## src/rtl/beta_flag_pkg.sv

```systemverilog
// Shared types and helpers for the Beta add/subtract flag generator.
package beta_flag_pkg;

  typedef enum logic [1:0] {
    IDLE,
    BUSY,
    DONE
  } flag_state_t;

  function automatic int unsigned nslice(input int unsigned w, input int unsigned d);
    return w / d;
  endfunction

endpackage

```

## src/rtl/beta_flag_gen_if.sv

```systemverilog
// Operand/result handshake bundle for beta_flag_gen.
// BETA_FLAG_CARRY_EN adds the MSB carry-out signal c.
interface beta_flag_gen_if #(
  parameter int unsigned WIDTH = 32
);
  logic             in_valid;
  logic             in_ready;
  logic [WIDTH-1:0] a;
  logic [WIDTH-1:0] b;
  logic             sub;
  logic             out_valid;
  logic             out_ready;
  logic [WIDTH-1:0] sum;
  logic             z;
  logic             v;
  logic             n;
`ifdef BETA_FLAG_CARRY_EN
  logic             c;

  modport master (
    output in_valid, a, b, sub, out_ready,
    input  in_ready, out_valid, sum, z, v, n, c
  );
  modport slave (
    input  in_valid, a, b, sub, out_ready,
    output in_ready, out_valid, sum, z, v, n, c
  );
`else
  modport master (
    output in_valid, a, b, sub, out_ready,
    input  in_ready, out_valid, sum, z, v, n
  );
  modport slave (
    input  in_valid, a, b, sub, out_ready,
    output in_ready, out_valid, sum, z, v, n
  );
`endif
endinterface

```

## src/rtl/beta_slice_add.sv

```systemverilog
// Combinational DIGIT-bit slice adder; also reports the carry into its top bit
// so the final slice can form the signed-overflow flag.
module beta_slice_add #(
  parameter int unsigned DIGIT = 8
) (
  input  logic [DIGIT-1:0] a,
  input  logic [DIGIT-1:0] b,
  input  logic             cin,
  output logic [DIGIT-1:0] s,
  output logic             cout,
  output logic             c_msb_in
);

  logic [DIGIT:0] full;

  always_comb begin
    full     = {1'b0, a} + {1'b0, b} + {{DIGIT{1'b0}}, cin};
    s        = full[DIGIT-1:0];
    cout     = full[DIGIT];
    // a^b^s at the top bit recovers the carry that entered it
    c_msb_in = a[DIGIT-1] ^ b[DIGIT-1] ^ full[DIGIT-1];
  end

endmodule

```

## src/rtl/beta_flag_gen.sv

```systemverilog
// Multi-cycle add/subtract unit producing sum and Z/V/N flags, DIGIT bits per cycle.
// Optional macro BETA_FLAG_CARRY_EN exposes the MSB carry-out as c.
module beta_flag_gen
  import beta_flag_pkg::*;
#(
  parameter int unsigned WIDTH = 32,
  parameter int unsigned DIGIT = 8
) (
  input  logic         clk,
  input  logic         rst_n,
  beta_flag_gen_if.slave bus
);

  localparam int unsigned NSLICE = nslice(WIDTH, DIGIT);
  localparam int unsigned CW     = $clog2(NSLICE + 1);

  if ((WIDTH % DIGIT) != 0) begin : g_cfg_err
    $error("beta_flag_gen: WIDTH must be a multiple of DIGIT");
  end

  flag_state_t      state, state_nx;
  logic [WIDTH-1:0] a_sh, b_sh, acc, acc_nx;
  logic             carry, zacc;
  logic [CW-1:0]    cnt;
  logic             last, accept, consume;

  logic [DIGIT-1:0] s;
  logic             cout, cmsb;

  logic [WIDTH-1:0] sum_q;
  logic             z_q, v_q, n_q;
`ifdef BETA_FLAG_CARRY_EN
  logic             c_q;
`endif

  beta_slice_add #(.DIGIT(DIGIT)) u_add (
    .a        (a_sh[DIGIT-1:0]),
    .b        (b_sh[DIGIT-1:0]),
    .cin      (carry),
    .s        (s),
    .cout     (cout),
    .c_msb_in (cmsb)
  );

  always_ff @(posedge clk or negedge rst_n) begin
    if (!rst_n) state <= IDLE;
    else        state <= state_nx;
  end

  always_comb begin
    state_nx      = state;
    bus.in_ready  = 1'b0;
    bus.out_valid = 1'b0;
    last          = (cnt == CW'(NSLICE - 1));
    accept        = 1'b0;
    consume       = 1'b0;
    case (state)
      IDLE: begin
        bus.in_ready = 1'b1;
        accept       = bus.in_valid;
        if (bus.in_valid) state_nx = BUSY;
      end
      BUSY: begin
        if (last) state_nx = DONE;
      end
      DONE: begin
        bus.out_valid = 1'b1;
        consume       = bus.out_ready;
        if (bus.out_ready) state_nx = IDLE;
      end
      default: state_nx = IDLE;
    endcase
  end

  // New slice enters at the top; after NSLICE shifts the LSB slice sits at bit 0
  always_comb begin
    acc_nx = (acc >> DIGIT) | (WIDTH'(s) << (WIDTH - DIGIT));
  end

  always_ff @(posedge clk or negedge rst_n) begin
    if (!rst_n) begin
      a_sh  <= '0;
      b_sh  <= '0;
      acc   <= '0;
      carry <= 1'b0;
      zacc  <= 1'b0;
      cnt   <= '0;
      sum_q <= '0;
      z_q   <= 1'b0;
      v_q   <= 1'b0;
      n_q   <= 1'b0;
`ifdef BETA_FLAG_CARRY_EN
      c_q   <= 1'b0;
`endif
    end else if (accept) begin
      a_sh  <= bus.a;
      b_sh  <= bus.sub ? ~bus.b : bus.b;
      carry <= bus.sub;
      cnt   <= '0;
      zacc  <= 1'b1;
    end else if (state == BUSY) begin
      a_sh  <= a_sh >> DIGIT;
      b_sh  <= b_sh >> DIGIT;
      acc   <= acc_nx;
      carry <= cout;
      cnt   <= cnt + 1'b1;
      zacc  <= zacc & (s == '0);
      // Output registers change only here, so they hold the previous result meanwhile
      if (last) begin
        sum_q <= acc_nx;
        z_q   <= zacc & (s == '0);
        n_q   <= s[DIGIT-1];
        v_q   <= cmsb ^ cout;
`ifdef BETA_FLAG_CARRY_EN
        c_q   <= cout;
`endif
      end
    end
  end

  assign bus.sum = sum_q;
  assign bus.z   = z_q;
  assign bus.v   = v_q;
  assign bus.n   = n_q;
`ifdef BETA_FLAG_CARRY_EN
  assign bus.c   = c_q;
`endif

endmodule

```

## src/flat_wrapper.sv

```systemverilog
// flat-port wrapper written by rule: the top's interface ports become plain ports
module beta_flag_gen_flat import beta_flag_pkg::*;
#(
  parameter int unsigned WIDTH = 32,
  parameter int unsigned DIGIT = 8
)
  (clk, rst_n, bus_in_valid, bus_a, bus_b, bus_sub, bus_out_ready, bus_in_ready, bus_out_valid, bus_sum, bus_z, bus_v, bus_n);
  beta_flag_gen_if #(.WIDTH(WIDTH)) bus_i ();
  input  logic clk;
  input  logic rst_n;
  input wire logic [$bits(bus_i.in_valid)-1:0] bus_in_valid;
  input wire logic [$bits(bus_i.a)-1:0] bus_a;
  input wire logic [$bits(bus_i.b)-1:0] bus_b;
  input wire logic [$bits(bus_i.sub)-1:0] bus_sub;
  input wire logic [$bits(bus_i.out_ready)-1:0] bus_out_ready;
  output wire logic [$bits(bus_i.in_ready)-1:0] bus_in_ready;
  output wire logic [$bits(bus_i.out_valid)-1:0] bus_out_valid;
  output wire logic [$bits(bus_i.sum)-1:0] bus_sum;
  output wire logic [$bits(bus_i.z)-1:0] bus_z;
  output wire logic [$bits(bus_i.v)-1:0] bus_v;
  output wire logic [$bits(bus_i.n)-1:0] bus_n;
  assign bus_i.in_valid = bus_in_valid;
  assign bus_i.a = bus_a;
  assign bus_i.b = bus_b;
  assign bus_i.sub = bus_sub;
  assign bus_i.out_ready = bus_out_ready;
  assign bus_in_ready = bus_i.in_ready;
  assign bus_out_valid = bus_i.out_valid;
  assign bus_sum = bus_i.sum;
  assign bus_z = bus_i.z;
  assign bus_v = bus_i.v;
  assign bus_n = bus_i.n;
  beta_flag_gen #(.WIDTH(WIDTH), .DIGIT(DIGIT)) u_core (.clk(clk), .rst_n(rst_n), .bus(bus_i));
endmodule
```

## config.mk

```make
export PLATFORM = sky130hd
export DESIGN_NAME = beta_flag_gen_flat
export DESIGN_NICKNAME = d
export VERILOG_FILES = /design/src/rtl/beta_flag_pkg.sv /design/src/rtl/beta_flag_gen_if.sv /design/src/rtl/beta_slice_add.sv /design/src/rtl/beta_flag_gen.sv /design/src/flat_wrapper.sv
export SDC_FILE = /design/constraint.sdc
export NUM_CORES = 1
export LEC_CHECK = 0
export BUFFER_PORTS_ARGS = -buffer_cell sky130_fd_sc_hd__buf_2
export CAP_MARGIN = 20
export CELL_PAD_IN_SITES_DETAIL_PLACEMENT = 2
export CELL_PAD_IN_SITES_GLOBAL_PLACEMENT = 2
export CORE_ASPECT_RATIO = 1.75
export CORE_MARGIN = 4
export CORE_UTILIZATION = 38
export DETAILED_ROUTE_END_ITERATION = 8
export MAX_ROUTING_LAYER = met4
export PLACE_DENSITY_LB_ADDON = 0.2
export RECOVER_POWER = 50
export SYNTH_ARGS = -nofsm -noshare
export SYNTH_HDL_FRONTEND = slang
export SYNTH_SLANG_ARGS = --single-unit
export TNS_END_PERCENT = 30
```

## constraint.sdc

```tcl
create_clock -name clk -period 4.5 [get_ports clk]
set_clock_uncertainty 0.05 [all_clocks]
set_input_delay 0.225 -clock clk [delete_from_list [all_inputs] [get_ports clk]]
set_output_delay 0.225 -clock clk [all_outputs]
set_load 0.005 [all_outputs]
```

# [Word-level counts from Yosys, hierarchy flattened]
# Cells that the tools add are included.
[totals] reg_bits=138 in_bits=69 out_inout_bits=37 word_cells=51
[op_classes] n_addsub=3 eq_ne=6 n_mux=18 bitwise_logic=7 reduce_logical=6
[ops] op="$mux W32" count=5
[ops] op="$not A32 Y32" count=1
[ops] op="$or A24 B32 Y32" count=1
[ops] op="$add A8 B8 Y9" count=1
[ops] op="$add A9 B1 Y9" count=1
[ops] op="$logic_not A8 Y1" count=1
[ops] op="$mux W1" count=7
[ops] op="$mux W2" count=3
[ops] op="$mux W3" count=2
[ops] op="$pmux W2 S3" count=1
[ops] op="$reduce_and A3 Y1" count=2
[ops] op="$ne A2 B2 Y1 const B" count=2
[ops] op="$add A3 B1 Y3 const B" count=1
[ops] op="$eq A3 B2 Y1 const B" count=1
[ops] op="$xor A1 B1 Y1" count=3
[ops] op="$eq A2 B1 Y1 const B" count=1
[ops] op="$eq A2 B2 Y1 const B" count=1
[ops] op="$logic_not A2 Y1" count=1
[ops] op="$ne A2 B1 Y1 const B" count=1
[ops] op="$reduce_and A2 Y1" count=1
[ops] op="$reduce_bool A2 Y1" count=1
[ops] op="$and A1 B1 Y1" count=1
[ops] op="$not A1 Y1" count=1

# [Depth between registers and ports, before layout]
[depth] depth_word=6 mapped_depth=7

# [Cells and area by module]
# From an unflattened synthesis, not the netlist that was laid out.
[unflattened] cells_unflattened=581 hier_area_um2=5820.6
[by_module_without_submodules] module="beta_flag_gen" n_inst=1 cells_per_inst=540 area_per_inst_um2=5494.0 seq_area_each_um2=3228.1
[by_module_without_submodules] module="beta_slice_add" n_inst=1 cells_per_inst=41 area_per_inst_um2=326.6 seq_area_each_um2=0.0

# [Least setup slack after synthesis]
# No wires, ideal clock.
[synth_timing] path_type="reg2reg" from="reg u_core.carry" to="reg u_core.zacc" setup_ps=77 arrival_ps=2319 path_slack_ps=2053 stages_incl_launch_ff=8 n_path_buf=0 synth_period_minus_slack_ps=2447 cell_sequence="dfrtp_1 fa_1 fa_1 and3_4 or3_4 a221oi_2 nand4_1 a21oi_1"
[synth_between] elab_chain_len=5
[synth_lines] element="start: declaration" line_no="beta_flag_gen.sv:23" source="logic carry, zacc;"
[synth_lines] element="start signal: assignment" line_no="beta_flag_gen.sv:98" source="carry <= bus.sub;"
[synth_lines] element="start signal: assignment" line_no="beta_flag_gen.sv:105" source="carry <= cout;"
[synth_lines] element="$add A9 B1 Y9" line_no="beta_slice_add.sv:17" source="full = {1'b0, a} + {1'b0, b} + {{DIGIT{1'b0}}, cin};"
[synth_lines] element="$logic_not A8 Y1" line_no="beta_flag_gen.sv:107" source="zacc <= zacc & (s == '0);"
[synth_lines] element="$and A1 B1 Y1" line_no="beta_flag_gen.sv:107"
[synth_lines] element="$mux W1" line_no="beta_flag_gen.sv:101" source="end else if (state == BUSY) begin"
[synth_lines] element="$mux W1" line_no="beta_flag_gen.sv:95" source="end else if (accept) begin"
[synth_lines] element="end signal: assignment" line_no="beta_flag_gen.sv:107"
[synth_lines] element="end: declaration" line_no="beta_flag_gen.sv:23"
# No other way between the ends. The select of a mux whose other input is x is not followed.
# A chain may end at the register's enable or synchronous reset.

# [Worst setup path after layout]
[layout_timing] from="reg u_core.state[0]" to="reg u_core.b_sh[10]"
[layout_between] elab_chain_len=3
[layout_lines] element="start: declaration" line_no="beta_flag_gen.sv:21" source="flag_state_t state, state_nx;"
[layout_lines] element="start signal: assignment" line_no="beta_flag_gen.sv:47" source="else state <= state_nx;"
[layout_lines] element="$logic_not A2 Y1" line_no="beta_flag_gen.sv:57" source="case (state)"
[layout_lines] element="$mux W1" line_no="beta_flag_gen.sv:57"
[layout_lines] element="$mux W32 or $reduce_bool A2 Y1 (tied branches)"
[layout_lines] element="end signal: assignment" line_no="beta_flag_gen.sv:97" source="b_sh <= bus.sub ? ~bus.b : bus.b;"
[layout_lines] element="end signal: assignment" line_no="beta_flag_gen.sv:103" source="b_sh <= b_sh >> DIGIT;"
[layout_lines] element="end: declaration" line_no="beta_flag_gen.sv:22" source="logic [WIDTH-1:0] a_sh, b_sh, acc, acc_nx;"
# Several ways; a longest one is shown, not always the timed one.

==> results.yml <==
yosys:
  async_reset_ff_share_pct: 100
  synthesis.nets: 623
  synth-compound-area-share_pct: 13.1
  synth.area.mux_share_pct: 5.13
  synth_seq_cells: 129
  synth_ff_type: "dfrtp_1"
  synth-simple-area-share_pct: 13.8
  yosysTopAreaCell: "dfrtp_1"
  synth-edff-count: 0
  yosysTopAreaCellShare_pct: 56.6
  synthAdderAreaFrac_pct: 2.68
  avgSynthCellArea_sq_um: 10.5
  synth_top_family_by_area: "simple AND/OR/NAND/NOR gates"
  synthDistinctLibCells: 35
  synth-seq-area-share_pct: 56.6
  netlist_area_sq_um: 5700
  ys_top_cells_by_count: "145 x nand2_1, 129 x dfrtp_1, 34 x xnor2_1, 29 x nor2_1, 25 x a22oi_1"
  synth-xor-area-share_pct: 5.53
  synth_cells: 543
  ys_warn_count: 0
  synth_area_leaders: "dfrtp_1 57%, nand2_1 9.5%, xnor2_1 5.2%"
  yosysMostFrequentCell: "nand2_1"
run:
  maxCapViolCount: 3
hold_path:
  min_path_type: "in -> reg"
floorplanning:
  initial_core_util_pct: 38.6
  ios: 106
  num_rows: 59
  coreArea_sq_um: 14800
  fp.dieArea_sq_um: 17100
  die_y_um: 170
  die_x_um: 101
power_and_ir_drop:
  comb_power_share_pct: 38.9
  leakage_nw: 3.48
  switching_share_pct: 38.8
  power.density_nw_per_um2: 797
  pwr-share-clk_pct: 25.7
  power.internal_mw: 3.55
  ir_worst_vdd_mv: 0.309
  netSwitchingPower_mw: 2.25
  power_mw: 5.80
  seqPwrFrac_pct: 35.5
final_layout:
  antennaDiodeCount: 0
  fill_cells: 1561
  final_area_sq_um: 7270
  drive_gt1_share_pct: 22.6
  nets: 745
  syn_to_final_growth_pct: 27.6
sta:
  min_period_ps: 3240
  setup_viol: 0
  rsz0062_at_grt: "false"
  fin_crit_sh_pct: 71.9
  slew_viol_final: 167
  tns_ps: 0
  relSlewSlack_pct: -38.3
  worstMarginPinSlew_ps: 2070
  timing.fmax_mhz: 309
  hold_viol: 0
  fin_ws_ps: 1260
place:
  io_buffer_count: 105
  hpwl_um: 10300
  place.gp.congestion: 0.750
  place_area_sq_um: 6350
  dp_slack_ps: 1880
clocking:
  cts_buffers: 17
  cts_hold_buf: 29
  htreeDepth: 4
  clock-sinks: 129
  clk_latency_ps: 430
  clockBufferDepth: 2
  cts.reportedPaths.clkPinSlew_ps: 60
  post_cts_buffers: 0
  cts_resized: 0
  cts_tree: "built"
  clk_root_buffer_cell: "clkbuf_16"
setup_path:
  crit_type: "reg -> reg"
  worst-r2r-setup-slack_ps: 1260
  worstPathMaxFanout: 44
  worstSetupStartpointType: "flop"
  required_ps: 4750
  worstPathArrival_ps: 3490
  cp-end-kind: "flop"
detailed_routing:
  num_vias: 4549
  vias_per_cell: 5.28
  routedWlPerCell_um: 20.0
  drc: 0
  dr.pass1.iters: 4
  wirelength_um: 17200
  antenna_left: 0
  drt_iter0_drc: 137
global_route:
  antenna_found_initial: 0
  grt_pass1_wl_um: 27700
  grt_usage_pct: 21.8
  grt_pass1_vias: 5196
  grt_overflow_total: 0
  grt_start_max_net_pins: 79
status:
  outcome: "finished with violations"
  violations: "max-capacitance violations, max-slew violations"
power by group through the flow:
| stage | Sequential [mW] | Combinational, mW | Clock, mW |
|---|---|---|---|
| 2_1_floorplan | 1.95 | 1.53 | 0 |
| 3_3_place_gp | 2.01 | 2.05 | 0 |
| 3_5_place_dp | 2.06 | 2.18 | 0 |
| 4_1_cts | 2.05 | 2.25 | 1.51 |
| 5_1_grt | 2.12 | 2.54 | 1.57 |
| 6_report | 2.06 | 2.25 | 1.49 |
cells by family (layout without fill, tap and decap cells):
logic type	Yosys count	after routing
mux	26	26
flops	129	129
fa+ha+maj	11	11
buf+inv	42	177
compound gates	103	103
simple gates	196	196
xor+xnor	36	36
worst paths after layout:
kind	start	endpoint	cells past startpoint
worst max-delay path	u_core.state[0]$_DFFE_PN0P_	u_core.b_sh[10]$_DFFE_PN0P_	6
worst min-delay path	bus_a[1]	u_core.a_sh[1]$_DFFE_PN0P_	3
worst max register to register	u_core.state[0]$_DFFE_PN0P_	u_core.b_sh[10]$_DFFE_PN0P_	6
worst min register to register	u_core.acc[15]$_DFFE_PN0P_	u_core.acc[15]$_DFFE_PN0P_	2
max in group asynchronous	rst_n	u_core.a_sh[2]$_DFFE_PN0P_	3
min in group asynchronous	rst_n	u_core.bus.sum[12]$_DFFE_PN0P_	2
worst max-delay path, stage by stage, from the launching register on:
cell and delay [ps]:
dfrtp_1 430, nor2_1 200, and2_0 150, clkbuf_1 1480, nor2_4 160, buf_12 290
a221o_1 320
final cells by class:
cell class | count | area (sq um) | area share [%]
clock buffer | 20 | 447 | 6.14
clock inverter | 12 | 183 | 2.51
inverter | 5 | 18.8 | 0.258
multi-input combinational | 372 | 2320 | 31.8
sequential | 129 | 3230 | 44.4
tap | 183 | 229 | 3.15
timing repair buffer | 140 | 853 | 11.7
cell usage in the layout, fill, tap and decap left out, drive strengths merged, types with 2 or more instances in the layout:
| cell | count |
|---|---|
| buf | 88 |
| xnor2 | 34 |
| clkinvlp | 3 |
| a21o | 2 |
| o211ai | 2 |
| o21ai | 39 |
| a221oi | 2 |
| clkbuf | 43 |
| a21oi | 5 |
| ha | 9 |
| xor2 | 2 |
| fa | 2 |
| clkinv | 4 |
| nor2b | 2 |
| a22oi | 25 |
| inv | 6 |
| nand3 | 12 |
| nor2 | 29 |
| nand2 | 145 |
| dlygate4sd3 | 29 |
| dfrtp | 129 |
| mux2 | 26 |
| a221o | 24 |
| bufinv | 4 |
| nand2b | 2 |
sequential cells by signal, indices dropped and copies added (netlist names), 2 cells and up:
signal	cells
u_core.a_sh	32
u_core.b_sh	32
u_core.bus.sum	31
u_core.acc	24
u_core.cnt	3
u_core.state	2
through the flow:
stage / hold WS [ps] / cells / util (%)
floorplan: -121 / 543 / -
global placement: 250 / 798 / 43.0
detailed placement: 254 / 798 / 43.0
CTS: 1.92 / 859 / 49.3
global route: 18.4 / 861 / 49.3
finish: 1.31 / 861 / 49.3
layer usage:
metal	global-route usage [%]	up-vias	wire length [um]
met1	22.8	2303	6380
met4	7.74	0	384
li1	-	2110	-
met2	39.8	105	9850
met5	-	-	0
met3	4.39	31	589
Note: power is estimated with default switching activity, not from simulation.
